[config.mk]
export PLATFORM = sky130hd
export DESIGN_NAME = aes_word_sequencer
export DESIGN_NICKNAME = d
export VERILOG_FILES = /design/src/rtl/aes_seq_pkg.sv /design/src/rtl/aes_timeout_counter.sv /design/src/rtl/aes_word_sequencer.sv
export SDC_FILE = /design/constraint.sdc
export NUM_CORES = 1
export LEC_CHECK = 0
export CELL_PAD_IN_SITES_DETAIL_PLACEMENT = 1
export CELL_PAD_IN_SITES_GLOBAL_PLACEMENT = 2
export CORE_AREA = 10 10 214 216
export CTS_BUF_LIST = sky130_fd_sc_hd__clkbuf_8
export DETAILED_ROUTE_END_ITERATION = 10
export DIE_AREA = 0 0 224 226
export GPL_TIMING_DRIVEN = 0
export PLACE_DENSITY_LB_ADDON = 0.1
export REMOVE_ABC_BUFFERS = 1
export SLEW_MARGIN = 15
export SYNTH_ARGS = -nofsm -noshare
export SYNTH_HDL_FRONTEND = slang
export SYNTH_SLANG_ARGS = --single-unit
[constraint.sdc]
create_clock -name clk -period 2.3 [get_ports clk]
set_clock_uncertainty 0.2 [all_clocks]
set_input_delay 0.575 -clock clk [delete_from_list [all_inputs] [get_ports clk]]
set_output_delay 0.575 -clock clk [all_outputs]
set_load 0.02 [all_outputs]
[src/rtl/aes_seq_pkg.sv]
// Shared types and constants for the AES word sequencer.
// Combinational helpers only; no state, no latency, no flow control.
package aes_seq_pkg;

    localparam int WORDS_PER_BLOCK = 4;
    localparam int WORD_W          = 32;
    localparam int BLOCK_W         = WORDS_PER_BLOCK * WORD_W;

    typedef enum logic [2:0] {
        COLLECT,
        ISSUE,
        WAIT,
        CAPTURE,
        DRAIN
    } state_t;

    // Word 0 is the most significant word of the block.
    function automatic logic [WORD_W-1:0] block_word(input logic [BLOCK_W-1:0] blk,
                                                     input logic [1:0]         idx);
        logic [WORD_W-1:0] w;
        case (idx)
            2'd0:    w = blk[127:96];
            2'd1:    w = blk[95:64];
            2'd2:    w = blk[63:32];
            default: w = blk[31:0];
        endcase
        return w;
    endfunction

endpackage

[src/rtl/aes_timeout_counter.sv]
// Watchdog for the WAIT state: held at zero by clr, counts while en, tc at TIMEOUT_CYCLES-1.
// Registered count, tc decoded from it; no flow control.
module aes_timeout_counter #(
    parameter int TIMEOUT_CYCLES = 64
) (
    input  logic clk,
    input  logic n_rst,
    input  logic clr,
    input  logic en,
    output logic tc
);

    localparam int            CW     = $clog2(TIMEOUT_CYCLES);
    localparam logic [CW-1:0] TC_VAL = CW'(TIMEOUT_CYCLES - 1);

    logic [CW-1:0] tmo_cnt;

    always_ff @(posedge clk or negedge n_rst) begin
        if (!n_rst) begin
            tmo_cnt <= '0;
        end else if (clr) begin
            tmo_cnt <= '0;
        end else if (en) begin
            tmo_cnt <= tmo_cnt + CW'(1);
        end
    end

    assign tc = (tmo_cnt == TC_VAL);

endmodule

[src/rtl/aes_word_sequencer.sv]
// Packs 4 words into an AES block, runs one core request with watchdog, streams 4 result words out.
// All outputs registered; last input word to first output word is 4 cycles minimum; drain waits on out_ready.
module aes_word_sequencer
    import aes_seq_pkg::*;
#(
    parameter int TIMEOUT_CYCLES = 64
) (
    input  logic                clk,
    input  logic                n_rst,
    input  logic [WORD_W-1:0]   word_in,
    input  logic                word_valid,
    output logic                word_ready,
    input  logic                mode_in,
    output logic                aes_enable,
    output logic                aes_enc_req,
    output logic                aes_dec_req,
    output logic [BLOCK_W-1:0]  aes_data_in,
    input  logic [BLOCK_W-1:0]  aes_data_out,
    input  logic                aes_data_ready,
    output logic [WORD_W-1:0]   word_out,
    output logic                out_valid,
    input  logic                out_ready,
    output logic                timeout_err,
    output logic [15:0]         blocks_done
);

    localparam logic [1:0] LAST_IDX = 2'(WORDS_PER_BLOCK - 1);

    state_t             state, state_nx;
    logic [1:0]         word_cnt;
    logic [1:0]         rd_idx;
    logic               mode_r;
    logic [BLOCK_W-1:0] result_r;
    logic               tmo_tc;
    logic               in_hs;
    logic               out_hs;
    logic               abort;
    logic               req_nx;

    assign in_hs  = word_valid & word_ready;
    assign out_hs = out_valid & out_ready;
    // Completion takes priority over the watchdog in the same cycle.
    assign abort  = (state == WAIT) & ~aes_data_ready & tmo_tc;
    assign req_nx = (state_nx == ISSUE) | (state_nx == WAIT);

    aes_timeout_counter #(
        .TIMEOUT_CYCLES (TIMEOUT_CYCLES)
    ) u_tmo (
        .clk   (clk),
        .n_rst (n_rst),
        .clr   (state != WAIT),
        .en    (state == WAIT),
        .tc    (tmo_tc)
    );

    always_ff @(posedge clk or negedge n_rst) begin
        if (!n_rst) begin
            state <= COLLECT;
        end else begin
            state <= state_nx;
        end
    end

    always_comb begin
        state_nx = state;
        case (state)
            COLLECT: if (in_hs && word_cnt == LAST_IDX) state_nx = ISSUE;
            ISSUE:   state_nx = WAIT;
            WAIT: begin
                if (aes_data_ready) begin
                    state_nx = CAPTURE;
                end else if (tmo_tc) begin
                    state_nx = COLLECT;
                end
            end
            CAPTURE: state_nx = DRAIN;
            DRAIN:   if (out_hs && rd_idx == LAST_IDX) state_nx = COLLECT;
            default: state_nx = COLLECT;
        endcase
    end

    // Outputs are decoded from the next state so they line up with the state register.
    always_ff @(posedge clk or negedge n_rst) begin
        if (!n_rst) begin
            word_ready  <= 1'b1;
            aes_enable  <= 1'b0;
            aes_enc_req <= 1'b0;
            aes_dec_req <= 1'b0;
            aes_data_in <= '0;
            word_out    <= '0;
            out_valid   <= 1'b0;
            timeout_err <= 1'b0;
            blocks_done <= '0;
            word_cnt    <= '0;
            rd_idx      <= '0;
            mode_r      <= 1'b0;
            result_r    <= '0;
        end else begin
            word_ready  <= (state_nx == COLLECT);
            aes_enable  <= (state_nx == ISSUE);
            aes_enc_req <= req_nx & mode_r;
            aes_dec_req <= req_nx & ~mode_r;
            out_valid   <= (state_nx == DRAIN);
            timeout_err <= abort;

            if (in_hs) begin
                aes_data_in <= {aes_data_in[BLOCK_W-WORD_W-1:0], word_in};
                word_cnt    <= word_cnt + 2'd1;
                if (word_cnt == 2'd0) begin
                    mode_r <= mode_in;
                end
            end else if (abort) begin
                word_cnt <= '0;
            end

            if (state == CAPTURE) begin
                result_r    <= aes_data_out;
                blocks_done <= blocks_done + 16'd1;
                rd_idx      <= '0;
                word_out    <= block_word(aes_data_out, 2'd0);
            end else if (out_hs) begin
                rd_idx   <= rd_idx + 2'd1;
                word_out <= block_word(result_r, rd_idx + 2'd1);
            end
        end
    end

endmodule

### Word-level counts from Yosys, hierarchy flattened

Index checks and enable logic that the tools add are counted.

* $add $sub $neg: 4
* equal/unequal tests: 13
* multiplexer cells: 14
* bitwise logic cells: 9
* reductions and logical operators: 10

Operator list (count)
* $pmux W32 S3: 1
* $mux W32: 2
* $add A16 B1 Y16 const B: 1
* $pmux W3 S5: 1
* $mux W3: 4
* $mux W6: 2
* $eq A3 B2 Y1 const B: 3
* $mux W2: 4
* $add A6 B1 Y6 const B: 1
* $and A1 B1 Y1: 6
* $eq A2 B2 Y1 const B: 3
* $eq A3 B1 Y1 const B: 2
* $eq A3 B3 Y1 const B: 2
* $eq A6 B6 Y1 const B: 1
* $logic_not A3 Y1: 2
* $reduce_bool A2 Y1: 3
* $add A2 B1 Y2 const B: 2
* $logic_not A2 Y1: 2
* $ne A3 B2 Y1 const B: 1
* $eq A2 B1 Y1 const B: 1
* $logic_and A1 B1 Y1: 2
* $not A1 Y1: 2
* $reduce_and A2 Y1: 1
* $or A1 B1 Y1: 1

* register bits: 324
* bits of input ports: 166
* output and inout port bits: 182
* logic and storage cells: 65

### Depth between registers and ports, before layout

Gate-level depths: netlist (run 1).

* depth after elaboration: 7
* gate-level depth with buffers: 8
* mapped depth without buffers: 6

### By module

From an unflattened synthesis (run 1), not the netlist that was laid out.

* cell total of the unflattened synthesis: 1209
* area, all modules: 13093.8 sq um

By module, submodules not included
* aes_word_sequencer: instances 1, cells each 1181, area each 12812.3 sq um, seq. area each 7958.9 sq um
* aes_timeout_counter: instances 1, cells each 28, area each 281.5 sq um, seq. area each 150.1 sq um

### Worst setup path after synthesis (run 1)

No wires, ideal clock.

* kind: reg-to-reg
* start point: register rd_idx[0]
* end point: register word_out[21]
* library setup time: 0.127 ns
* arrival time: 1.593 ns
* required time: 1.973 ns
* setup slack: 0.380 ns
* cell stages (with the launch flop): 8
* buffers on the path: 1
* period minus slack after synthesis: 1.920 ns
* cell sequence: dfrtp_1 -> inv_1 -> ha_1 -> clkbuf_1 -> a222oi_1 -> o21ai_0 -> a222oi_1 -> inv_1

* word-level cells in the longest chain between the ends: 5
* elaborated cells between the ends (all ways): 7
* classes of those cells: 1 x add/sub; 2 x eq/ne; 3 x mux; 1 x reduce/logical

RTL lines
* from (decl): line aes_word_sequencer.sv:31 `logic [1:0] rd_idx;`
* from (signal assigned): line aes_word_sequencer.sv:122 `rd_idx <= rd_idx + 2'd1;`
* $add A2 B1 Y2 (*): line aes_word_sequencer.sv:123 `word_out <= block_word(result_r, rd_idx + 2'd1);`
* $eq A2 B2 Y1, or another cell as far along: line aes_seq_pkg.sv:21 `case (idx)`
* $pmux W32 S3 (*): line aes_seq_pkg.sv:21
* $mux W32 (*): line aes_word_sequencer.sv:121 `end else if (out_hs) begin`
* $mux W32 (*): line aes_word_sequencer.sv:116 `if (state == CAPTURE) begin`
* to (signal assigned): line aes_word_sequencer.sv:120 `word_out <= block_word(aes_data_out, 2'd0);`
* to (signal assigned): line aes_word_sequencer.sv:123
* to (decl): line aes_word_sequencer.sv:20 `output logic [WORD_W-1:0] word_out,`

Mark *: on every way between the ends. The rest lies on a longest branch, timed or not. The select of a mux whose other input is x is not followed.
A chain may end at the register's enable or synchronous reset.

### Final worst setup path (run 1)

* start point: register aes_data_in[21]
* end point: output port aes_data_in[21]

RTL lines
* from (decl): line aes_word_sequencer.sv:17 `output logic [BLOCK_W-1:0] aes_data_in,`
* from (signal assigned): line aes_word_sequencer.sv:107 `aes_data_in <= {aes_data_in[BLOCK_W-WORD_W-1:0], word_in};`

No word-level cell between the ends.

==> run summary, run 1 <==
## Run status
• **run status** finished, final reports clean

## Critical path
• **critical-path cell with the highest stage delay** sky130_fd_sc_hd__dlygate4sd2_1
• **crit start category** flip-flop
• **endpoint required time on the critical path** 1.52 ns
• **Crit path max-delay family** buffers and inverters
• **slowest stage delay, CP** 0.41 ns
• **CP bufs+invs** 1
• **CP max FO** 3
• **CP Capture Type** primary output
• **arrival time of data at the critical path endpoint** 1.45 ns
• **crit-path cells** dlygate4sd2_1
• **type of the worst setup path** flip-flop to primary output

## Route
• **mean number of vias per cell** 4.82
• **DRT antenna net count** 0
• **1st-iter DRT viols** 683
• **routed wire length** 46600 µm
• **routed wirelength normalized by instance count** 21.7 µm
• **DRC** 0
• **detailed-router iteration count before antenna repair** 5
• **vias after detailed routing** 10300

## Logic synthesis
• **synth top area cells** sky130_fd_sc_hd__dfrtp_1 62%, sky130_fd_sc_hd__nand2_1 12%, sky130_fd_sc_hd__mux2_2 11%, sky130_fd_sc_hd__a222oi_1 4.9%, sky130_fd_sc_hd__buf_2 1.2%
• **commonest register cell after synthesis** sky130_fd_sc_hd__dfrtp_1
• **combinational family with the most area after synthesis** simple AND/OR/NAND/NOR gates
• **Seq cells post-synth** 324
• **adder-cell area share of the yosys netlist** 0.765%
• **number of distinct library cells after synthesis** 34
• **XOR/XNOR Fraction of Synth Area** 1.27%
• **cell area after synthesis** 13100 µm²
• **share of the synthesized area in compound gates (AO/OA/AOI/OAI)** 6.62%
• **Post-Synthesis Mean Instance Area** 11.1 µm²
• **number of flops mapped to enable cells by yosys** 0
• **basic-gate share of the synthesized area counting and, or, nand and nor cells** 14.6%
• **proportion of synthesized flip-flops having asynchronous set or reset** 100%
• **synth warn** 0
• **Post-Syn Instances** 1177
• **cell type contributing the most total cell area after synthesis** sky130_fd_sc_hd__dfrtp_1
• **share of synthesized area occupied by flip-flops and latches** 61.9%
• **top-area cell type share of the netlist area** 61.7%
• **post-synthesis mux area share** 11.1%

## Timing
• **RSZ-0062 raised after global routing** yes
• **final period utilization** 96.7%
• **transition time at the pin with the least slew margin** 0.613 ns
• **Relative slew margins** 58.5%
• **count of final hold-check violations** 0
• **setup total negative slack** 0 ns
• **Slew Viols, Final** 0
• **final setup violation count** 0
• **shortest period the worst path allows** 2.22 ns
• **Max Fclk** 449 MHz

## Clock network
• **Clock Sink Count** 324
• **CTS clock-pin slew for the worst setup and hold paths** 0.06 ns
• **cts bufs inserted** 59
• **clock tree root buffer cell** sky130_fd_sc_hd__clkbuf_8
• **CTS Buffer Depth** 3
• **clock tree from TritonCTS** built
• **source-to-sink clock delay at the later pin of the worst-skew pair** 0.66 ns
• **H-tree levels** 2

## Placed design
• **half-perimeter wire length after placement** 31400 µm
• **Buffers on Ports** 347
• **routability congestion estimate from global placement** 0.734
• **total instance count after detailed placement** 2015

## Global routing
• **vias in the first global route** 11500
• **pin count of the biggest net entering global routing** 91
• **number of antenna violations at the first check in global routing** 9
• **remaining global-route overflow** 0
• **global-route wire length before repair** 71200 µm
• **GRT Overall Usage** 18.2%

## Power and ir drop
• **maximum vdd ir drop** 0.000692 V
• **total power divided by cell area** 1440 nW/µm²
• **cell leakage power** 9.08 nW

## Run
• **number of violations of the max-capacitance limit** 0

## Finish
• **filler-free cell count of the finished design** 2146
• **post-layout net count** 1729
• **utilization after layout** 45.5%
• **Area growth syn-to-layout** 44.6%
• **fraction of layout instances using a drive strength above 1** 17.8%

## Floorplan
• **site row count** 75
• **Die Span X** 224 µm
• **die area** 50600 µm²
• **number of primary I/O pins** 348
• **overall die height** 226 µm
• **effective utilization at floorplan** 31.5%
• **core footprint** 41600 µm²

## Worst hold path
• **path class of the lowest-slack min-delay path** primary input to flip-flop

## synthesized netlist by cell type, drive strengths merged, types with 2 or more instances
| master | count |
|---|---|
| a21oi | 4 |
| a222oi | 64 |
| and3 | 3 |
| buf | 44 |
| clkbuf | 28 |
| dfrtp | 323 |
| ha | 8 |
| inv | 40 |
| mux2 | 129 |
| nand2 | 430 |
| nand3 | 17 |
| nand3b | 2 |
| nand4 | 4 |
| nor2 | 9 |
| nor3 | 3 |
| nor4 | 2 |
| nor4b | 2 |
| o21ai | 35 |
| xnor2 | 16 |
| xor2 | 3 |
## power breakdown
part	switching, W	internal (W)	total (W)
Combinational	0.00623	0.00490	0.0111
Sequential	0.00174	0.00845	0.0102
Clock	0.00255	0.00337	0.00592
## path summary, 6_finish.rpt
| kind | from | to | slack [ns] | cells past startpoint |
|---|---|---|---|---|
| max | aes_data_in[21]$_DFFE_PN0P_ | aes_data_in[21] | 0.08 | 1 |
| min | aes_data_out[23] | result_r[23]$_DFFE_PN0P_ | 0.23 | 3 |
| max reg2reg | rd_idx[0]$_DFFE_PN0P_ | word_out[8]$_DFFE_PN0P_ | 0.15 | 7 |
| min reg2reg | mode_r$_DFFE_PN0P_ | aes_dec_req$_DFF_PN0_ | 0.24 | 1 |
| max in group asynchronous | n_rst | result_r[87]$_DFFE_PN0P_ | 0.35 | 4 |
| min in group asynchronous | n_rst | result_r[46]$_DFFE_PN0P_ | 0.27 | 2 |
## stage by stage
step	hold slack [ns]	area (µm²)	setup slack [ns]	power, W
after floorplan	0.0794	12800	-3.24	0.0162
after global placement	0.247	16900	-14.93	0.0216
after detailed placement	0.246	17500	-1.10	0.0221
after CTS	0.169	18800	0.000997	0.0276
after global routing	0.198	18900	-0.0267	0.0293
final	0.234	18900	0.0750	0.0272
## cells in the final DEF (no fill, tap or decap), types with 16 or more instances in the layout
master / synthesis / layout
sky130_fd_sc_hd__dfrtp_1: 323 / 315
sky130_fd_sc_hd__xnor2_1: 16 / 16
sky130_fd_sc_hd__clkdlybuf4s15_1: 0 / 21
sky130_fd_sc_hd__a222oi_1: 64 / 64
sky130_fd_sc_hd__nand2_1: 430 / 429
sky130_fd_sc_hd__inv_1: 40 / 62
sky130_fd_sc_hd__nand3_1: 17 / 17
sky130_fd_sc_hd__dlygate4sd2_1: 0 / 153
sky130_fd_sc_hd__o21ai_0: 25 / 25
sky130_fd_sc_hd__clkbuf_8: 0 / 78
sky130_fd_sc_hd__clkdlybuf4s50_1: 0 / 164
sky130_fd_sc_hd__mux2_2: 129 / 129
## state kept, by name, summed over array words and instances, names as in the netlist
| signal | count |
|---|---|
| aes_dec_req | 1 |
| u_tmo.tmo_cnt | 6 |
| timeout_err | 1 |
| state | 3 |
| word_cnt | 2 |
| aes_enc_req | 1 |
| aes_enable | 1 |
| aes_data_in | 128 |
| blocks_done | 16 |
| mode_r | 1 |
| rd_idx | 2 |
| result_r | 128 |
| word_ready | 1 |
| word_out | 32 |
| out_valid | 1 |
## kinds of logic after synthesis
| kind of cell | Yosys count |
|---|---|
| AOI/OAI and AO/OA | 107 |
| xor gates and xnor gates | 19 |
| adders and majority gates | 8 |
| buffers and inverters | 112 |
| DFF | 324 |
| muxes | 129 |
| and+or+nand+nor | 478 |
## cell type report
class | instances | area, µm²
Antenna cell | 3 | 7.51
Clock buffer | 78 | 1070
Clock inverter | 32 | 225
Fill cell | 4559 | 22600
Inverter | 40 | 150
Multi-Input combinational cell | 742 | 4600
Sequential cell | 324 | 8120
Tap cell | 539 | 674
Timing Repair Buffer | 388 | 4080
## repair_timing
| item | in CTS | in global routing |
|---|---|---|
| cloned | 3 | 2 |
| buffers inserted | 14 | 3 |
| hold buffers | 1 | 0 |
| endpoints found under the hold margin | 63 | 0 |
| pin swaps | 7 | 9 |
| resized for setup | 219 | 14 |
| endpoints found under the setup margin | 257 | 47 |
## routing by layer
layer | track usage [%] | vias to the layer above | wire [µm] | share of wire [%]
li1 | - | 4754 | - | -
met3 | 8.12 | 70 | 4630 | 9.9
met4 | 6.06 | 12 | 833 | 1.8
met2 | 27.8 | 316 | 21100 | 45
met1 | 22.7 | 5184 | 19900 | 43
met5 | 0 | - | 80 | 0.17
(Power assumes the default switching activity.)
==> inputs of run 2 (changes only) <==
REMOVE_ABC_BUFFERS = default   (was 1)
==> run 2 against run 1 <==
Register-to-register slack got worse by 0.02 ns. Non-clock buffer count increased by 34. Design area decreased by 3.3%. Highest routed layer unchanged.
==> run summary, run 2 (synthesis results as in run 1) <==
## Clock network
• **cts bufs inserted** 58, was 59
• **clock tree from TritonCTS** built, unchanged
• **source-to-sink clock delay at the later pin of the worst-skew pair** 0.66 ns, about the same
• **Setup Fix Bufs, Post-CTS** 0, was 14
• **Clock Sink Count** 324, unchanged
• **H-tree levels** 2, unchanged
• **CTS Buffer Depth** 3, unchanged
• **clock tree root buffer cell** sky130_fd_sc_hd__clkbuf_8, unchanged
• **CTS clock-pin slew for the worst setup and hold paths** 0.06 ns, about the same

## Floorplan
• **number of primary I/O pins** 348, unchanged
• **overall die height** 226 µm, unchanged
• **site row count** 75, unchanged
• **effective utilization at floorplan** 31.5%, unchanged
• **Die Span X** 224 µm, unchanged
• **die area** 50600 µm², unchanged
• **core footprint** 41600 µm², unchanged

## Route
• **top sig layer** met5, unchanged
• **routed wirelength normalized by instance count** 22.8 µm, was 21.7 µm
• **vias after detailed routing** 10500, was 10300
• **detailed-router iteration count before antenna repair** 8, was 5
• **DRC** 0, unchanged
• **total met3 wirelength after detailed routing** 4840 µm, was 4630 µm
• **DRT antenna net count** 0, unchanged
• **routed wire length** 49400 µm, was 46600 µm
• **length of routed wiring on met1** 20300 µm, was 19900 µm
• **met2 routed WL** 23400 µm, was 21100 µm
• **mean number of vias per cell** 4.85, was 4.82
• **1st-iter DRT viols** 785, was 683

## Finish
• **fill cell instance count of the final layout** 4632, was 4559
• **Area growth syn-to-layout** 39.9%, was 44.6%
• **filler-free cell count of the finished design** 2165, was 2146
• **post-layout net count** 1761, was 1729
• **leading cell type in the layout, fill and taps excluded** sky130_fd_sc_hd__nand2_1, unchanged
• **commonest cells after routing, fill and taps aside** 430 x sky130_fd_sc_hd__nand2_1, 321 x sky130_fd_sc_hd__dfrtp_1, 164 x sky130_fd_sc_hd__clkdlybuf4s50_1, was 429 x sky130_fd_sc_hd__nand2_1, 315 x sky130_fd_sc_hd__dfrtp_1, 164 x sky130_fd_sc_hd__clkdlybuf4s50_1
• **fraction of layout instances using a drive strength above 1** 16.9%, was 17.8%
• **largest registers** aes_data_in: 128 flops, result_r: 128 flops, word_out: 32 flops, unchanged
• **area used by multi-input combinational logic** 4500 µm², was 4600 µm²
• **area of all placed cells without fillers** 18300 µm², was 18900 µm²
• **storage element area** 8110 µm², was 8120 µm²
• **utilization after layout** 44.0%, was 45.5%

## Placed design
• **routability congestion estimate from global placement** 0.755, was 0.734
• **total instance count after detailed placement** 2066, was 2015
• **placed standard-cell area** 17300 µm², was 17500 µm²
• **half-perimeter wire length after placement** 35800 µm, was 31400 µm
• **Buffers on Ports** 347, unchanged

## Power and ir drop
• **total power divided by cell area** 1430 nW/µm², was 1440 nW/µm²
• **cell leakage power** 8.83 nW, was 9.08 nW
• **maximum vdd ir drop** 0.000766 V, was 0.000692 V

## Run status
• **run status** finished, final reports clean, unchanged

## Critical path
• **end of the worst register-to-register path** word_out[26]$_DFFE_PN0P_, was word_out[8]$_DFFE_PN0P_
• **CP max FO** 8, was 3
• **critical-path cell with the highest stage delay** sky130_fd_sc_hd__dfrtp_2, was sky130_fd_sc_hd__dlygate4sd2_1
• **arrival time of data at the critical path endpoint** 1.45 ns, about the same
• **flop2flop setup slack** 0.13 ns, was 0.15 ns
• **number of cells on the worst reg-to-reg path** 7, unchanged
• **RR Startpoint** rd_idx[0]$_DFFE_PN0P_, unchanged
• **Crit. path cell count** 1, unchanged
• **crit start category** flip-flop, unchanged
• **Crit path max-delay family** flip-flops, was buffers and inverters
• **capturing instance or port of the critical path** blocks_done[1], was aes_data_in[21]
• **type of the worst setup path** flip-flop to primary output, unchanged
• **crit-path cells** dlygate4sd2_1, unchanged
• **endpoint required time on the critical path** 1.52 ns, about the same
• **slowest stage delay, CP** 0.46 ns, was 0.41 ns
• **Critical path origin** blocks_done[1]$_DFFE_PN0P_, was aes_data_in[21]$_DFFE_PN0P_
• **CP Capture Type** primary output, unchanged
• **CP bufs+invs** 1, unchanged

## Timing
• **setup total negative slack** 0 ns, unchanged
• **shortest period the worst path allows** 2.23 ns, was 2.22 ns
• **count of final hold-check violations** 0, unchanged
• **Slew Viols, Final** 0, unchanged
• **RSZ-0062 raised after global routing** no, was yes
• **final setup violation count** 0, unchanged
• **final period utilization** 96.8%, was 96.7%
• **Relative slew margins** 48.9%, was 58.5%
• **Max Fclk** 449 MHz, about the same
• **transition time at the pin with the least slew margin** 0.766 ns, was 0.613 ns

## Global routing
• **number of antenna violations at the first check in global routing** 9, unchanged
• **GRT Overall Usage** 19.4%, was 18.2%
• **vias in the first global route** 11800, was 11500
• **remaining global-route overflow** 0, unchanged
• **global-route wire length before repair** 74800 µm, was 71200 µm
• **pin count of the biggest net entering global routing** 101, was 91

## Run
• **number of violations of the max-capacitance limit** 0, unchanged

## Logic synthesis
• **Post-Synthesis Net Count** 1351

## Worst hold path
• **path class of the lowest-slack min-delay path** primary input to async pin, was primary input to flip-flop

run 2: changes by cell type in the layout (fill, tap and decap cells not counted), sizes merged:
cell	delta
and3b	-1
clkdlybuf4s15	-1
clkbuf	+15
dlygate4sd2	+2
inv	-7
bufbuf	-2
clkinvlp	+1
buf	+15
bufinv	-3
run 2: final cells by class:
type,instances,area share [%]
diodes,3,0.0410
multi-input cells,741,24.6
well taps,539,3.68
flip-flops and latches,324,44.3
plain buffers,71,2.00
inverters,40,0.820
repair buffers,351,18.5
clock inverters,23,0.636
clock buffers,73,5.49
run 2: timing repair:
| item | CTS | global route |
|---|---|---|
| endpoints found under the setup margin | 225 | 40 |
| hold endpoints to repair | 46 | 0 |
| pin swaps | 1 | 16 |
| gates resized for setup | 224 | 34 |
| hold buffers | 1 | 0 |
run 2: stage by stage:
stage	hold slack, ns	total power, W	worst slack, ns
after floorplan	0.0794	0.0161	0.380
after global placement	0.257	0.0218	-14.67
after detailed placement	0.262	0.0220	-0.718
after CTS	0.171	0.0265	0.000234
after global routing	0.214	0.0281	0.00138
final	0.230	0.0261	0.0744
run 2: report_power, final:
group          internal (W)  switching [W]  leakage [nW]
Combinational       0.00439        0.00614          4.27
Clock               0.00283        0.00248         0.637
Sequential          0.00844        0.00183          3.92
run 2: worst min-delay path by stage:
stage	slack, ns	endpoint
2_1_floorplan	0.08	aes_data_in[0]$_DFFE_PN0P_
3_3_place_gp	0.26	result_r[99]$_DFFE_PN0P_
3_5_place_dp	0.26	result_r[97]$_DFFE_PN0P_
4_1_cts	0.17	blocks_done[14]$_DFFE_PN0P_
5_1_grt	0.21	blocks_done[14]$_DFFE_PN0P_
6_report	0.23	result_r[24]$_DFFE_PN0P_
run 2: routing by layer:
layer / track usage, % / vias to the layer above
met2: 31.2 / 314
met1: 23.2 / 5328
met5: 0 / -
met3: 8.28 / 61
li1: - / 4796
met4: 5.75 / 12
==> RTL change 1 (config.mk and constraints of run 2) <==
Register the output `timeout_err` once more, cleared by the reset; this adds one clock of latency there. The other outputs are not delayed to match.
--- a/src/rtl/aes_word_sequencer.sv
+++ b/src/rtl/aes_word_sequencer.sv
@@ -25,6 +25,8 @@
 );
 
     localparam logic [1:0] LAST_IDX = 2'(WORDS_PER_BLOCK - 1);
+
+    logic timeout_err_s0;
 
     state_t             state, state_nx;
     logic [1:0]         word_cnt;
@@ -89,7 +91,7 @@
             aes_data_in <= '0;
             word_out    <= '0;
             out_valid   <= 1'b0;
-            timeout_err <= 1'b0;
+            timeout_err_s0 <= 1'b0;
             blocks_done <= '0;
             word_cnt    <= '0;
             rd_idx      <= '0;
@@ -101,7 +103,7 @@
             aes_enc_req <= req_nx & mode_r;
             aes_dec_req <= req_nx & ~mode_r;
             out_valid   <= (state_nx == DRAIN);
-            timeout_err <= abort;
+            timeout_err_s0 <= abort;
 
             if (in_hs) begin
                 aes_data_in <= {aes_data_in[BLOCK_W-WORD_W-1:0], word_in};
@@ -125,5 +127,13 @@
         end
     end
 
+    always_ff @(posedge clk or negedge n_rst) begin
+        if (!n_rst) begin
+            timeout_err <= '0;
+        end else begin
+            timeout_err <= timeout_err_s0;
+        end
+    end
+
 endmodule
 
Behaviour: same outputs for any inputs over 4 cycles, from zero or initial values and one cycle with n_rst low; that may be too few to reach the edited logic, so the function may still have changed.
==> RTL change 1 against run 2 <==
Critical path depth unchanged. Worst setup slack better by 0.0019 ns. Count of clock-buffer cells in the layout down 2. First-iteration DRC count down 2.8%. Routed wire length down 0.22%. Hold slack worse by 0.078 ns. Cell area about the same. Area after synthesis up 0.19%. Cell count up 0.37%. Total power down 0.15%. Non-clock buffer count unchanged. Sequential cell count up 1. Critical endpoint is now aes_data_in[72]. Largest power group unchanged.
==> RTL change 1: results (changes against run 2) <==
Insertion delay to the later sink of the worst-skew pair - 0.66 ns (about the same)
Buffers on Ports - 347 (unchanged)
Largest regs - aes_data_in (128), result_r (128), word_out (32) (unchanged)
Slowest stage delay, CP - 0.39 ns (was 0.46 ns)
Sequential fraction of the synthesis area - 62.02% (was 61.95%)
Ranking of synthesized cells by area - dfrtp_1 (62%), nand2_1 (12%), mux2_2 (11%) (unchanged)
Final net count - 1,762 (was 1,761)
DRT iter0 DRCs - 763 (was 785)
Final Wtd Congestion - 0.7786 (was 0.7552)
Syn_nets - 1,352 (was 1,351)
Slew at the pin closest to its max-slew limit - 0.8195 ns (was 0.7662 ns)
GRT Util Overall - 19.42% (was 19.41%)
Placed Area - 17,350 sq um (was 17,330 sq um)
Root Buffer - clkbuf_8 (unchanged)
Initial antenna violation count - 8 (was 9)
Critical Path Fanout Max - 3 (was 8)
Dpl hpwl - 35.48 mm (was 35.77 mm)
Slowest CP cell - dfrtp_1 (was dfrtp_2)
Global-route wire length before repair - 74.83 mm (was 74.82 mm)
Max rail drop VDD - 0.0007763 V (was 0.0007660 V)
DRT Pass-1 Iters - 7 (was 8)
Synth cell count leaders - nand2_1 (430), dfrtp_1 (324), mux2_2 (129) (was nand2_1 (430), dfrtp_1 (323), mux2_2 (129))
Layout cells sized above 1 - 17.03% (was 16.94%)
Largest net degree at the start of global routing - 102 (was 101)
Total Routed Length - 49.27 mm (was 49.38 mm)
Vias in the first global route - 11,860 (was 11,850)
Most used flip-flop cell after synthesis - dfrtp_1 (unchanged)
Status - finished clean (unchanged)
Worst Hold Class - reg -> reg (was in -> async)
Switching share of power - 40.17% (was 40.04%)
Delay-heaviest family, CP - flip-flops (unchanged)
Leakage - 8.891 nW (was 8.833 nW)
Vias/cell - 4.851 (was 4.855)
Crit path DAT - 1.45 ns (about the same)
[RTL change 1: cell types whose count changed in the layout (fill, tap and decap cells not counted), sizes merged]
cell,delta
buf,+1
clkbuf,-2
clkdlybuf4s15,-14
clkinv,+4
dfrtp,+1
diode,-1
dlygate4sd2,+13
inv,+6
[RTL change 1: logic make-up after synthesis]
kind of cell    Yosys count  share of synthesized area, %
simple gates            478                         14.59
flops                   325                         62.02
mux                     129                         11.08
buf+inv                 112                         3.673
compound gates          107                         6.611
xor+xnor                 19                         1.269
fa+ha+maj                 8                        0.7632
[RTL change 1: worst paths after layout]
| kind | start | cells after the start | endpoint | slack, ns |
|---|---|---|---|---|
| setup / recovery | aes_data_in[72]$_DFFE_PN0P_ | 1 | aes_data_in[72] | 0.08 |
| hold / removal | timeout_err_s0$_DFF_PN0_ | 0 | timeout_err$_DFF_PN0_ | 0.15 |
| setup reg to reg | state[2]$_DFF_PN0_ | 6 | result_r[107]$_DFFE_PN0P_ | 0.13 |
| hold reg to reg | timeout_err_s0$_DFF_PN0_ | 0 | timeout_err$_DFF_PN0_ | 0.15 |
| max in group asynchronous | n_rst | 4 | aes_data_in[9]$_DFFE_PN0P_ | 0.32 |
| min in group asynchronous | n_rst | 2 | blocks_done[7]$_DFFE_PN0P_ | 0.26 |
[RTL change 1: final cells by class]
cell class | count | area (sq um)
Clock inverter | 33 | 158.9
Inverter | 40 | 150.1
Buffer | 71 | 359.1
Antenna cell | 2 | 5.005
Fill cell | 4627 | 23250
Multi-Input combinational cell | 741 | 4504
Clock buffer | 71 | 977.2
Sequential cell | 325 | 8137
Timing Repair Buffer | 351 | 3356
Tap cell | 539 | 674.4
[RTL change 1: timing repair]
action,CTS,global route
resized for setup,213,29
endpoints found under the setup margin,223,112
hold buffers,1,0
pin swaps,0,5
hold endpoints to repair,55,0
[RTL change 1: layer usage]
| layer | track usage [%] | wire length (microns) | up-vias |
|---|---|---|---|
| met4 | 5.463 | 881 | 12 |
| met2 | 31.46 | 23410 | 309 |
| met3 | 8.406 | 4887 | 68 |
| met1 | 23.05 | 20010 | 5343 |
| li1 | - | - | 4810 |
| met5 | 0 | 78 | - |
[RTL change 1: power by group through the flow]
stage	registers (mW)	logic (mW)	clock network, mW
after global routing	10.6	11.7	5.80
after CTS	10.2	10.8	5.53
after global placement	10.3	11.5	0
final	10.2	10.5	5.33
after detailed placement	10.3	11.7	0
after floorplan	11.7	4.48	0
[RTL change 1: stage by stage]
step	setup TNS, ns	worst slack, ns	cells	util, %
final	0	0.07623	2173	44.07
after global routing	-0.02481	-0.02481	2172	44.07
after CTS	0	0.002890	2172	44.03
after detailed placement	-76.38	-0.6669	2067	41.74
after global placement	-4863.92	-14.79	2064	41.53
after floorplan	0	0.3797	1178	-
==> RTL change 2 (settings of run 2) <==
Without the edit above. `TIMEOUT_CYCLES` is set to 64 in 2 places; all go to 32.
--- a/src/rtl/aes_timeout_counter.sv
+++ b/src/rtl/aes_timeout_counter.sv
@@ -1,7 +1,7 @@
 // Watchdog for the WAIT state: held at zero by clr, counts while en, tc at TIMEOUT_CYCLES-1.
 // Registered count, tc decoded from it; no flow control.
 module aes_timeout_counter #(
-    parameter int TIMEOUT_CYCLES = 64
+    parameter int TIMEOUT_CYCLES = 32
 ) (
     input  logic clk,
     input  logic n_rst,
--- a/src/rtl/aes_word_sequencer.sv
+++ b/src/rtl/aes_word_sequencer.sv
@@ -3,7 +3,7 @@
 module aes_word_sequencer
     import aes_seq_pkg::*;
 #(
-    parameter int TIMEOUT_CYCLES = 64
+    parameter int TIMEOUT_CYCLES = 32
 ) (
     input  logic                clk,
     input  logic                n_rst,
Function: no difference found for any inputs over 10 cycles, from zero or initial values and one cycle with n_rst low; that may be too few to reach the edited logic, so the function may still have changed.
==> RTL change 2 against run 2 <==
Cell area increased by 1.5%. Total power is 4.1% higher. Critical endpoint is now aes_data_in[12]. Largest cell class unchanged. Synthesized cell count increased by 2.5%. Area after synthesis up 1.1%. Highest routed layer unchanged. Sequential cell count fell by 1. Routed wire length is 0.12% higher. Worst setup slack gained 0.0095 ns. Global-route usage hardly changed.
==> RTL change 2: results (changes against run 2) <==
Status - finished clean (unchanged)
FF+latch count, synth - 323 (was 324)
Design Power - 27.18 mW (was 26.12 mW)
Inverters - 39 (was 40)
Synth cell count leaders - nand2_1 (334), dfrtp_1 (322), mux2_2 (129) (was nand2_1 (430), dfrtp_1 (323), mux2_2 (129))
DR vias - 10,530 (was 10,510)
Leakage - 8.753 nW (was 8.833 nW)
Multi-input comb cells - 771 (was 741)
Clk tree area frac - 7.049% (was 6.123%)
Gate Count Post-Synth - 1,207 (was 1,177)
Mapped Area - 13,230 sq um (was 13,090 sq um)
Vias in the first global route - 11,860 (was 11,850)
Placed cell count - 2,096 (was 2,066)
Ranking of synthesized cells by area - dfrtp_1 (61%), mux2_2 (11%), nand2_1 (9.5%) (was dfrtp_1 (62%), nand2_1 (12%), mux2_2 (11%))
Reg power frac - 36.9% (was 39.3%)
# diodes - 2 (was 3)
Combinational share of power - 41.1% (was 40.3%)
Number of fill cells - 4,622 (was 4,632)
Distinct cells, synth - 39 (was 34)
Fin cells - 2,207 (was 2,165)
Seq area share - 43.50% (was 44.30%)
Placed Area - 17,470 sq um (was 17,330 sq um)
DRT iter0 DRCs - 561 (was 785)
Sequential fraction of the synthesis area - 61.09% (was 61.95%)
Syn_nets - 1,382 (was 1,351)
N_taps - 539 (unchanged)
Worst Hold Class - reg -> reg (was in -> async)
Final net count - 1,794 (was 1,761)
Worst Setup Slack post-DPL - -0.4284 ns (was -0.7181 ns)
Wirelength per Cell - 22.40 microns (was 22.81 microns)
Slew margin rel. - 54.36% (was 48.92%)
CTS Buf Count - 59 (was 58)
DRT Pass-1 Iters - 5 (was 8)
Final Wtd Congestion - 0.7639 (was 0.7552)
Max rail drop VDD - 0.0006260 V (was 0.0007660 V)
GRT Util Overall - 19.46% (was 19.41%)
Non-Clock Buffer Count - 425 (was 422)
Slowest CP cell - dlygate4sd2_1 (was dfrtp_2)
Multi-input combinational area share - 24.89% (was 24.59%)
Delay-heaviest family, CP - buffers and inverters (was flip-flops)
Critical Path Fanout Max - 3 (was 8)
Global-route wire length before repair - 74.63 mm (was 74.82 mm)
Internal cell power - 16.46 mW (was 15.66 mW)
Buffering overhead - 20.12% (was 20.45%)
Slowest stage delay, CP - 0.42 ns (was 0.46 ns)
Layout cells sized above 1 - 17.77% (was 16.94%)
Initial antenna violation count - 10 (was 9)
Area of the multi-input gates - 4626 sq um (was 4502 sq um)
Largest net degree at the start of global routing - 92 (was 101)
Dpl hpwl - 36.47 mm (was 35.77 mm)
RTL change 2: cell types whose count changed in the layout (fill, tap and decap cells not counted), sizes merged, moves of 32 or more:
cell | before | now
a222oi | 64 | 0
a221o | 0 | 32
nand2 | 430 | 334
a21oi | 4 | 67
nor2 | 9 | 44
a22oi | 0 | 32
RTL change 2: path summary, 6_finish.rpt:
kind	startpoint	endpoint	slack, ns	cells past startpoint
max	aes_data_in[12]$_DFFE_PN0P_	aes_data_in[12]	0.08	1
min	mode_r$_DFFE_PN0P_	aes_dec_req$_DFF_PN0_	0.25	1
max reg2reg	u_tmo.tmo_cnt[0]$_DFF_PN0_	aes_enc_req$_DFF_PN0_	0.14	7
min reg2reg	mode_r$_DFFE_PN0P_	aes_dec_req$_DFF_PN0_	0.25	1
max in group asynchronous	n_rst	aes_data_in[69]$_DFFE_PN0P_	0.65	3
min in group asynchronous	n_rst	result_r[29]$_DFFE_PN0P_	0.34	2
RTL change 2: kinds of logic after synthesis:
logic type,count (synthesis),share of synthesized area (%)
AOI/OAI and AO/OA,197,9.284
xor gates and xnor gates,18,1.191
adders and majority gates,9,0.8509
buffers and inverters,113,3.961
DFF,323,61.09
muxes,129,10.98
and+or+nand+nor,418,12.65
RTL change 2: what timing repair did:
| item | CTS | global route |
|---|---|---|
| gates resized for setup | 194 | 30 |
| hold endpoints to repair | 74 | 0 |
| hold buffers | 1 | 0 |
| endpoints found under the setup margin | 190 | 43 |
| gates cloned | 0 | 0 |
RTL change 2: routing by layer:
| layer | up-vias | global-route usage, % | share of wire [%] |
|---|---|---|---|
| met5 | - | 0 | 0.19 |
| met4 | 14 | 5.770 | 1.6 |
| met3 | 66 | 5.591 | 6.2 |
| met2 | 234 | 32.54 | 49 |
| met1 | 5334 | 23.90 | 43 |
| li1 | 4882 | - | - |
